## src/rtl/ppu_slot_scheduler.sv

```systemverilog
// Per-tile sprite slot scheduler: priority scan of the entity slots, then one Sprite ROM row request.
// Build option ARRAY_SLOTS_EN: a slot's [3:0] length field extends its horizontal coverage.
`timescale 1ns/1ps
module ppu_slot_scheduler #(
  parameter int NUM_SLOTS = 15,
  parameter int SLOT_W    = 20
) (
  input  logic                        clk,
  input  logic                        reset,
  input  logic [NUM_SLOTS*SLOT_W-1:0] slots,
  input  logic                        tile_start,
  input  logic [4:0]                  tile_x,
  input  logic [4:0]                  tile_y,
  input  logic [2:0]                  line_index,
  output logic                        req_valid,
  input  logic                        req_ready,
  output logic [3:0]                  req_id,
  output logic [1:0]                  req_orient,
  output logic [2:0]                  req_line,
  output logic [3:0]                  req_slot,
  output logic                        result_valid,
  output logic                        result_hit,
  output logic                        busy,
  output logic                        overrun
);

  typedef enum logic [1:0] {IDLE, SCAN, ISSUE, DONE} state_t;

  localparam logic [3:0] EMPTY_ID = 4'hF;
  localparam logic [3:0] LAST_IDX = 4'(NUM_SLOTS - 1);

  state_t     state;
  logic [3:0] idx;
  logic [4:0] cur_x, cur_y;
  logic [2:0] cur_line;
  logic       pending;
  logic [4:0] pend_x, pend_y;
  logic [2:0] pend_line;

  // Fields of the slot under examination, read live from the slot bus.
  logic [3:0] s_id;
  logic [1:0] s_orient;
  logic [4:0] s_x, s_y;
  logic       x_match, slot_hit;

  assign s_id     = slots[int'(idx)*SLOT_W + 16 +: 4];
  assign s_orient = slots[int'(idx)*SLOT_W + 14 +: 2];
  assign s_x      = slots[int'(idx)*SLOT_W + 9  +: 5];
  assign s_y      = slots[int'(idx)*SLOT_W + 4  +: 5];

`ifdef ARRAY_SLOTS_EN
  logic [3:0] s_len;
  logic [5:0] x_end;
  assign s_len   = slots[int'(idx)*SLOT_W +: 4];
  // Six-bit end column so a run reaching past column 31 never wraps to the left edge.
  assign x_end   = {1'b0, s_x} + {2'b00, s_len};
  assign x_match = (cur_x >= s_x) && ({1'b0, cur_x} <= x_end);
`else
  assign x_match = (s_x == cur_x);
`endif

  assign slot_hit = (s_id != EMPTY_ID) && (s_y == cur_y) && x_match;
  assign busy     = (state != IDLE);

  always_ff @(posedge clk) begin
    if (!reset) begin
      state        <= IDLE;
      idx          <= '0;
      cur_x        <= '0;
      cur_y        <= '0;
      cur_line     <= '0;
      pending      <= 1'b0;
      pend_x       <= '0;
      pend_y       <= '0;
      pend_line    <= '0;
      req_valid    <= 1'b0;
      req_id       <= '0;
      req_orient   <= '0;
      req_line     <= '0;
      req_slot     <= '0;
      result_valid <= 1'b0;
      result_hit   <= 1'b0;
      overrun      <= 1'b0;
    end else begin
      // NOTE: pulse outputs default low here so each branch only states when they fire;
      // a later non-blocking assignment in the same pass wins.
      result_valid <= 1'b0;
      result_hit   <= 1'b0;
      overrun      <= 1'b0;
      case (state)
        IDLE: begin
          if (tile_start) begin
            cur_x    <= tile_x;
            cur_y    <= tile_y;
            cur_line <= line_index;
            idx      <= '0;
            state    <= SCAN;
          end
        end
        SCAN: begin
          if (tile_start) begin
            cur_x    <= tile_x;
            cur_y    <= tile_y;
            cur_line <= line_index;
            idx      <= '0;
            overrun  <= 1'b1;
          end else if (slot_hit) begin
            req_id     <= s_id;
            req_orient <= s_orient;
            req_line   <= cur_line;
            req_slot   <= idx;
            req_valid  <= 1'b1;
            state      <= ISSUE;
          end else if (idx == LAST_IDX) begin
            result_valid <= 1'b1;
            state        <= DONE;
          end else begin
            idx <= idx + 4'd1;
          end
        end
        ISSUE: begin
          // An in-flight handshake is never broken; a new tile waits in the pending slot.
          if (tile_start) begin
            pending   <= 1'b1;
            pend_x    <= tile_x;
            pend_y    <= tile_y;
            pend_line <= line_index;
            overrun   <= 1'b1;
          end
          if (req_ready) begin
            req_valid    <= 1'b0;
            result_valid <= 1'b1;
            result_hit   <= 1'b1;
            state        <= DONE;
          end
        end
        DONE: begin
          pending <= 1'b0;
          idx     <= '0;
          if (tile_start) begin
            cur_x    <= tile_x;
            cur_y    <= tile_y;
            cur_line <= line_index;
            overrun  <= 1'b1;
            state    <= SCAN;
          end else if (pending) begin
            cur_x    <= pend_x;
            cur_y    <= pend_y;
            cur_line <= pend_line;
            state    <= SCAN;
          end else begin
            state <= IDLE;
          end
        end
        default: state <= IDLE;
      endcase
    end
  end

endmodule

```

## config.mk

```make
export PLATFORM = sky130hd
export DESIGN_NAME = ppu_slot_scheduler
export DESIGN_NICKNAME = d
export VERILOG_FILES = /design/src/rtl/ppu_slot_scheduler.sv
export SDC_FILE = /design/constraint.sdc
export NUM_CORES = 1
export LEC_CHECK = 0
export BUFFER_PORTS_ARGS = -buffer_cell sky130_fd_sc_hd__clkbuf_2
export CAP_MARGIN = 40
export CORE_ASPECT_RATIO = 1.75
export CORE_MARGIN = 2
export CORE_UTILIZATION = 30
export CTS_CLUSTER_SIZE = 14
export DETAILED_ROUTE_END_ITERATION = 10
export SLEW_MARGIN = 0
export SYNTH_ARGS = -nofsm -noshare
export SYNTH_HDL_FRONTEND = slang
export SYNTH_SLANG_ARGS = --single-unit
```

## constraint.sdc

```tcl
create_clock -name clk -period 5.9 [get_ports clk]
set_input_delay 1.475 -clock clk [delete_from_list [all_inputs] [get_ports clk]]
set_output_delay 1.475 -clock clk [all_outputs]
set_load 0.005 [all_outputs]
```

==> out/qor.csv, run 1 <==
metric;value;unit
Final Max Tran Viols;0;
crit share post-route;85.34;%
number of max-cap violations;0;
CP delay by family, top;compound AO/OA/AOI/OAI gates;
Pre-antenna DRT Iters;5;
Detailed Place HPWL;38220;µm
CP Launch Type;flop;
final-report setup violation count;0;
CTS Buf Count;5;
post-CTS setup buffer count;0;
PwrDens;185.0;nW/µm²
drt total wl;47400;µm
Final GP Congestion;0.9315;
Tmin final;5.035;ns
RSZ-0062 raised after global routing;false;
R2R setup slack;0.86;ns
f_max;198.6;MHz
# IOs;335;
static leakage;0.005113;µW
initial antenna violation count;9;
Initial Util;30.45;%
WHS;0.4619;ns
Mapped Avg Cell Area;10.39;µm²
# clock sinks;50;
# placed instances;1785;
drt initial violations;901;
Resize count post-CTS;0;
Rows;92;
Clk Latency, worst-skew pair;0.28;ns
EDFF count, synth;0;
CP bufs+invs;2;
crit path DAT;5.22;ns
origin of the worst min-delay path;req_id[2];
vias after detailed routing;11020;
Worst Tran Pin Value;0.9089;ns
setup TNS;0;ns
Reg-to-Reg Start;idx[0];
Synth Register Bits;50;
CP required;6.08;ns
class of the tightest hold or removal check;flop to flop;
CP max FO;26;
clock root buffer;clkbuf_16;
Layout Cells excl Fill;1801;
DR vias/cell;6.118;
syn_nets;1388;
Worst-path clk slew;0.06;ns
drt drc;0;
Setup crit end kind;flop;
Main synth FF type;dfxtp_1;
number of synthesis warnings;0;
Mapped Area;10970;µm²
# nets final;1654;
cts hold-fix bufs;0;
Antenna Nets Post-Route;0;
Die Span Y;257.0;µm
Layout fillers;3686;
critical path class;flop to flop;
routed len/inst;26.32;µm
CP max stage delay;0.52;ns
Layout Skew;0.004256;ns
Slowest cell on crit path;ha_1;
deepest clock path buffer count;2;
total grt overflow;0;
Hold Fails Final Rpt;0;
share of layout cells above drive strength 1;46.56;%
H-Tree Depth;2;
worst setup path startpoint;idx[0];
CTS tree;built;
relative slew slack;38.97;%
total routing resource utilization after global routing;24.20;%
Peak VDD IR;0.1350;mV
die area;38170;µm²
synth unique cells;89;
via count of the first global-routing pass;11360;
DIE WIDTH;148.6;µm
asr flop ratio synth;0;%
core area;36030;µm²
CP cell instances;ha_2 > buf_4 > ha_1 > xor2_4 > buf_4 > o221ai_1 > a2111oi_2 > a221oi_2 > nor4b_1 > a311o_1 > a2111oi_4 > nand3_2 > a2111o_1 > o211a_1;
first-pass GRT wire length;70380;µm
total power;2407;µW
sequential fraction of the synthesis area;9.124;%
IO Port Bufs;334;
pin count of the biggest net entering global routing;142;
synthesized netlist cell count;1056;
Worst path most repeated cell;buf_4;
status;finished, final reports clean;
Layout area overhead;18.61;%
==> report_power, final <==
part | internal (µW) | total, µW | switching (µW)
clock network | 201 | 320 | 119
logic | 764 | 1640 | 881
registers | 389 | 442 | 52.9
total | 1350 | 2410 | 1050
==> layer usage <==
layer / share of wire [%] / GRT usage (%) / up-vias
met1: 36 / 27.29 / 5487
met3: 4.6 / 2.039 / 170
met4: 7.6 / 15.77 / 2
met2: 52 / 43.22 / 535
li1: - / - / 4824
met5: 0.027 / 0 / -
==> cells in the final DEF, fill, tap and decap left out, types with 7 or more instances in the layout <==
| master | netlist | final |
|---|---|---|
| o22ai_1 | 14 | 14 |
| inv_1 | 10 | 10 |
| and2_1 | 10 | 10 |
| and3_1 | 8 | 8 |
| clkbuf_2 | 0 | 334 |
| a21oi_1 | 50 | 50 |
| ha_1 | 14 | 12 |
| buf_4 | 22 | 27 |
| mux4_1 | 7 | 7 |
| a21boi_0 | 14 | 14 |
| nand2_1 | 171 | 171 |
| mux2i_1 | 90 | 90 |
| nand4_1 | 12 | 12 |
| nor2b_1 | 17 | 17 |
| nor3_1 | 12 | 12 |
| o211a_1 | 15 | 15 |
| xnor2_1 | 11 | 9 |
| nand2b_1 | 7 | 7 |
| diode_2 | 0 | 8 |
| nand3_1 | 34 | 34 |
| a211oi_1 | 9 | 9 |
| o21ai_0 | 19 | 19 |
| mux4_2 | 194 | 194 |
| mux2_2 | 23 | 23 |
| nor2_1 | 32 | 32 |
| a31oi_1 | 9 | 9 |
| dfxtp_1 | 50 | 48 |
==> synth_stat cells, types with 8 or more instances <==
library cell | number | area (µm²)
a211oi_1 | 9 | 67.56
o22ai_1 | 14 | 87.58
a21oi_1 | 50 | 250.2
mux4_2 | 194 | 4369
buf_4 | 22 | 165.2
mux2_2 | 23 | 259.0
and2_1 | 10 | 62.56
dfxtp_1 | 50 | 1001
nand4_1 | 12 | 75.07
mux2i_1 | 90 | 900.9
buf_6 | 20 | 225.2
nor2_1 | 32 | 120.1
clkbuf_1 | 34 | 127.6
nor3_1 | 12 | 60.06
nand2_1 | 171 | 641.9
nor2b_1 | 17 | 106.4
inv_1 | 10 | 37.54
ha_1 | 14 | 175.2
a21boi_0 | 14 | 105.1
buf_2 | 22 | 110.1
xnor2_1 | 11 | 96.34
nand3_1 | 34 | 170.2
o211a_1 | 15 | 150.1
o21ai_0 | 19 | 95.09
a31oi_1 | 9 | 56.30
and3_1 | 8 | 50.05
==> cell type report <==
type,count,area (µm²),area share (%)
Timing Repair Buffer,366,1961,15.07
Multi-Input combinational cell,885,9220,70.86
Inverter,14,52.55,0.4038
Tap cell,470,588.1,4.519
Clock buffer,7,132.6,1.019
Antenna cell,8,20.02,0.1538
Clock inverter,1,30.03,0.2308
Sequential cell,50,1008,7.750
==> flip-flops by register name, summed over array words and instances, names as in the netlist <==
| name | flops |
|---|---|
| cur_x | 5 |
| result_hit | 1 |
| idx | 4 |
| overrun | 1 |
| cur_line | 3 |
| cur_y | 5 |
| state | 2 |
| pending | 1 |
| pend_y | 5 |
| req_valid | 1 |
| req_id | 4 |
| req_orient | 2 |
| req_line | 3 |
| req_slot | 4 |
| pend_x | 5 |
| pend_line | 3 |
| result_valid | 1 |
==> tightest hold or removal path: cells and delay by family, from the launching register on <==
kind            cells  cell delay [ns]
compound gates      1             0.05
flops               1             0.31
simple gates        1             0.05
==> kinds of logic after synthesis <==
logic type	share of synthesized area (%)
and+or+nand+nor	14.26
muxes	52.75
adders and majority gates	1.779
DFF	9.124
xor gates and xnor gates	1.928
buffers and inverters	7.014
AOI/OAI and AO/OA	13.15
==> path summary, 6_finish.rpt <==
path / endpoint / cells past startpoint
worst max-delay path: state[0] / 14
worst min-delay path: req_id[2] / 2
worst max register to register: state[0] / 14
worst min register to register: req_id[2] / 2
==> metrics by stage <==
step / instance area [µm²] / utilization [%] / worst slack [ns]
after floorplan: 10970 / - / 1.322
after global placement: 12780 / 35.48 / 0.9674
after detailed placement: 12830 / 35.61 / 0.9334
after CTS: 12990 / 36.06 / 0.9214
after global routing: 13010 / 36.12 / 0.6288
final: 13010 / 36.12 / 0.8649
No activity file was read; power rests on OpenSTA's default activity.
==> run 2: changes to the inputs <==
--- a/config.mk
+++ b/config.mk
@@ -9,9 +9,10 @@
 export CAP_MARGIN = 40
 export CORE_ASPECT_RATIO = 1.75
 export CORE_MARGIN = 2
-export CORE_UTILIZATION = 30
+export CORE_UTILIZATION = 54
 export CTS_CLUSTER_SIZE = 14
 export DETAILED_ROUTE_END_ITERATION = 10
+export PLACE_DENSITY = 0.83
 export SLEW_MARGIN = 0
 export SYNTH_ARGS = -nofsm -noshare
 export SYNTH_HDL_FRONTEND = slang
==> run 2 against run 1 <==
  * Non-clock buffer count is 2 higher
  * Sequential power about the same
  * Clock power is 9.4% lower
  * Sequential cell count is the same
  * Routed wire length decreased by 15%
  * Highest routed layer is now met4
==> out/qor.csv, run 2 (synthesis results as in run 1) <==
metric;value;unit;change
origin of the worst min-delay path;req_id[2];;unchanged
die area;21520;µm²;was 38170 µm²
first-pass GRT wire length;60820;µm;was 70380 µm
critical path class;flop to flop;;unchanged
post-layout util;63.17;%;was 36.12%
PwrDens;184.4;nW/µm²;was 185.0 nW/µm²
relative slew slack;39.39;%;was 38.97%
Worst-path clk slew;0.07;ns;was 0.06 ns
most common cell after layout, fill and taps aside;clkbuf_2;;unchanged
combinational power share;68.9;%;was 68.3%
Die Span Y;192.6;µm;was 257.0 µm
Layout Cells excl Fill;1573;;was 1801
total grt overflow;0;;unchanged
status;finished, final reports clean;;unchanged
Detailed Place HPWL;32080;µm;was 38220 µm
core area;20120;µm²;was 36030 µm²
Seq pwr share;18.7;%;was 18.4%
total power;2344;µW;was 2407 µW
most frequent cells in the layout;clkbuf_2 (334), mux4_2 (194), nand2_1 (171), mux2i_1 (90), a21oi_1 (50);;unchanged
Rows;69;;was 92
# clock sinks;50;;unchanged
CP Launch Type;flop;;unchanged
class of the tightest hold or removal check;flop to flop;;unchanged
Peak VDD IR;0.2952;mV;was 0.1350 mV
initial antenna violation count;0;;was 9
static leakage;0.005117;µW;was 0.005113 µW
Clk Latency, worst-skew pair;0.29;ns;was 0.28 ns
crit share post-route;84.67;%;was 85.34%
deepest clock path buffer count;2;;unchanged
drt total wl;40100;µm;was 47400 µm
Initial Util;54.54;%;was 30.45%
post-CTS setup buffer count;0;;unchanged
Setup crit end kind;flop;;unchanged
# placed instances;1565;;was 1785
Hold Fails Final Rpt;0;;unchanged
# IOs;335;;unchanged
RSZ-0062 raised after global routing;false;;unchanged
H-Tree Depth;2;;unchanged
CP max FO;25;;was 26
final-report setup violation count;0;;unchanged
share of layout cells above drive strength 1;46.72;%;was 46.56%
Clk pwr share;12.4;%;was 13.3%
CTS Buf Count;5;;unchanged
f_max;200.2;MHz;was 198.6 MHz
drt initial violations;1263;;was 901
CTS tree;built;;unchanged
DR vias/cell;7.198;;was 6.118
clock root buffer;clkbuf_16;;unchanged
Switch Pwr;1016;µW;was 1053 µW
Tmin final;4.996;ns;was 5.035 ns
Pre-antenna DRT Iters;5;;unchanged
routed len/inst;25.49;µm;was 26.32 µm
R2R setup slack;0.90;ns;was 0.86 ns
drt drc;0;;unchanged
diodes inserted;0;;was 8
cts hold-fix bufs;0;;unchanged
DIE WIDTH;111.7;µm;was 148.6 µm
total routing resource utilization after global routing;36.24;%;was 24.20%
Layout area overhead;15.83;%;was 18.61%
internal power;1327;µW;was 1354 µW
worst r2r path cells;13;;was 14
pin count of the biggest net entering global routing;117;;was 142
# nets final;1656;;was 1654
vias after detailed routing;11320;;was 11020
CP required;6.08;ns;about the same
number of max-cap violations;0;;unchanged
setup TNS;0;ns;unchanged
Antenna Nets Post-Route;0;;unchanged
Resize count post-CTS;0;;unchanged
WHS Endpoint;req_id[2];;unchanged
worst setup path startpoint;idx[0];;unchanged
Placed Area;12560;µm²;was 12830 µm²
design area;12710;µm²;was 13010 µm²
worst hold path depth;2;;unchanged
Reg-to-Reg Start;idx[0];;unchanged
Final Max Tran Viols;0;;unchanged
Layout Skew;0.005814;ns;was 0.004256 ns
via count of the first global-routing pass;11100;;was 11360
end of the worst register-to-register path;state[0];;unchanged
Final GP Congestion;0.9737;;was 0.9315
Worst Tran Pin Value;0.9091;ns;was 0.9089 ns
IO Port Bufs;334;;unchanged
switching share of power;43.37;%;was 43.76%
crit path DAT;5.18;ns;was 5.22 ns
==> run 2: layout make-up <==
class                           count  area, µm²
Timing Repair Buffer              368       1968
Tap cell                          248      310.3
Fill cell                        1660       7408
Clock inverter                      1      5.005
Multi-Input combinational cell    885       9220
Inverter                           14      52.55
Clock buffer                        7      142.6
Sequential cell                    50       1008
==> run 2: routing by layer <==
| metal | GRT usage (%) | share of wire (%) | vias to the layer above | wire, µm |
|---|---|---|---|---|
| met3 | 4.303 | 8.6 | 222 | 3466 |
| met5 | 0 | 0 | - | 0 |
| li1 | - | - | 4801 | - |
| met2 | 63.54 | 51 | 860 | 20390 |
| met1 | 42.44 | 33 | 5440 | 13350 |
| met4 | 21.94 | 7.2 | 0 | 2885 |
==> run 2: worst max path at each step <==
stage | endpoint | depth (start not counted)
final | state[0] | 13
after global placement | state[0] | 11
after floorplan | state[0] | 19
after detailed placement | state[0] | 13
after global routing | state[0] | 13
after CTS | state[0] | 13
==> run 2: worst max-delay path, cell delays in order (launching register included) <==
cell and delay (ns):
dfxtp_4 0.35, ha_2 0.65, buf_4 0.46, ha_1 0.40, a21bo_2 0.23, and2_1 0.49, nor2_1 0.20, a221oi_2 0.33
nand2_1 0.09, a311o_1 0.36, a2111oi_4 0.47, nand3_2 0.23, a2111o_1 0.46, o211a_1 0.13
==> run 2: power by group through the flow <==
stage                     Combinational (µW)  Sequential (µW)  Clock, µW
after global routing                    1720              445        303
after CTS                               1590              438        295
after global placement                  1560              442          0
final                                   1610              439        290
after floorplan                         1170              426          0
after detailed placement                1580              445          0
==> run 2: through the flow <==
| stage | setup slack [ns] | hold WS (ns) |
|---|---|---|
| detailed placement | 1.004 | 0.4499 |
| global route | 0.6973 | 0.4914 |
| global placement | 1.058 | 0.4450 |
| floorplan | 1.322 | 0.4428 |
| finish | 0.9043 | 0.4568 |
| CTS | 0.9850 | 0.4588 |
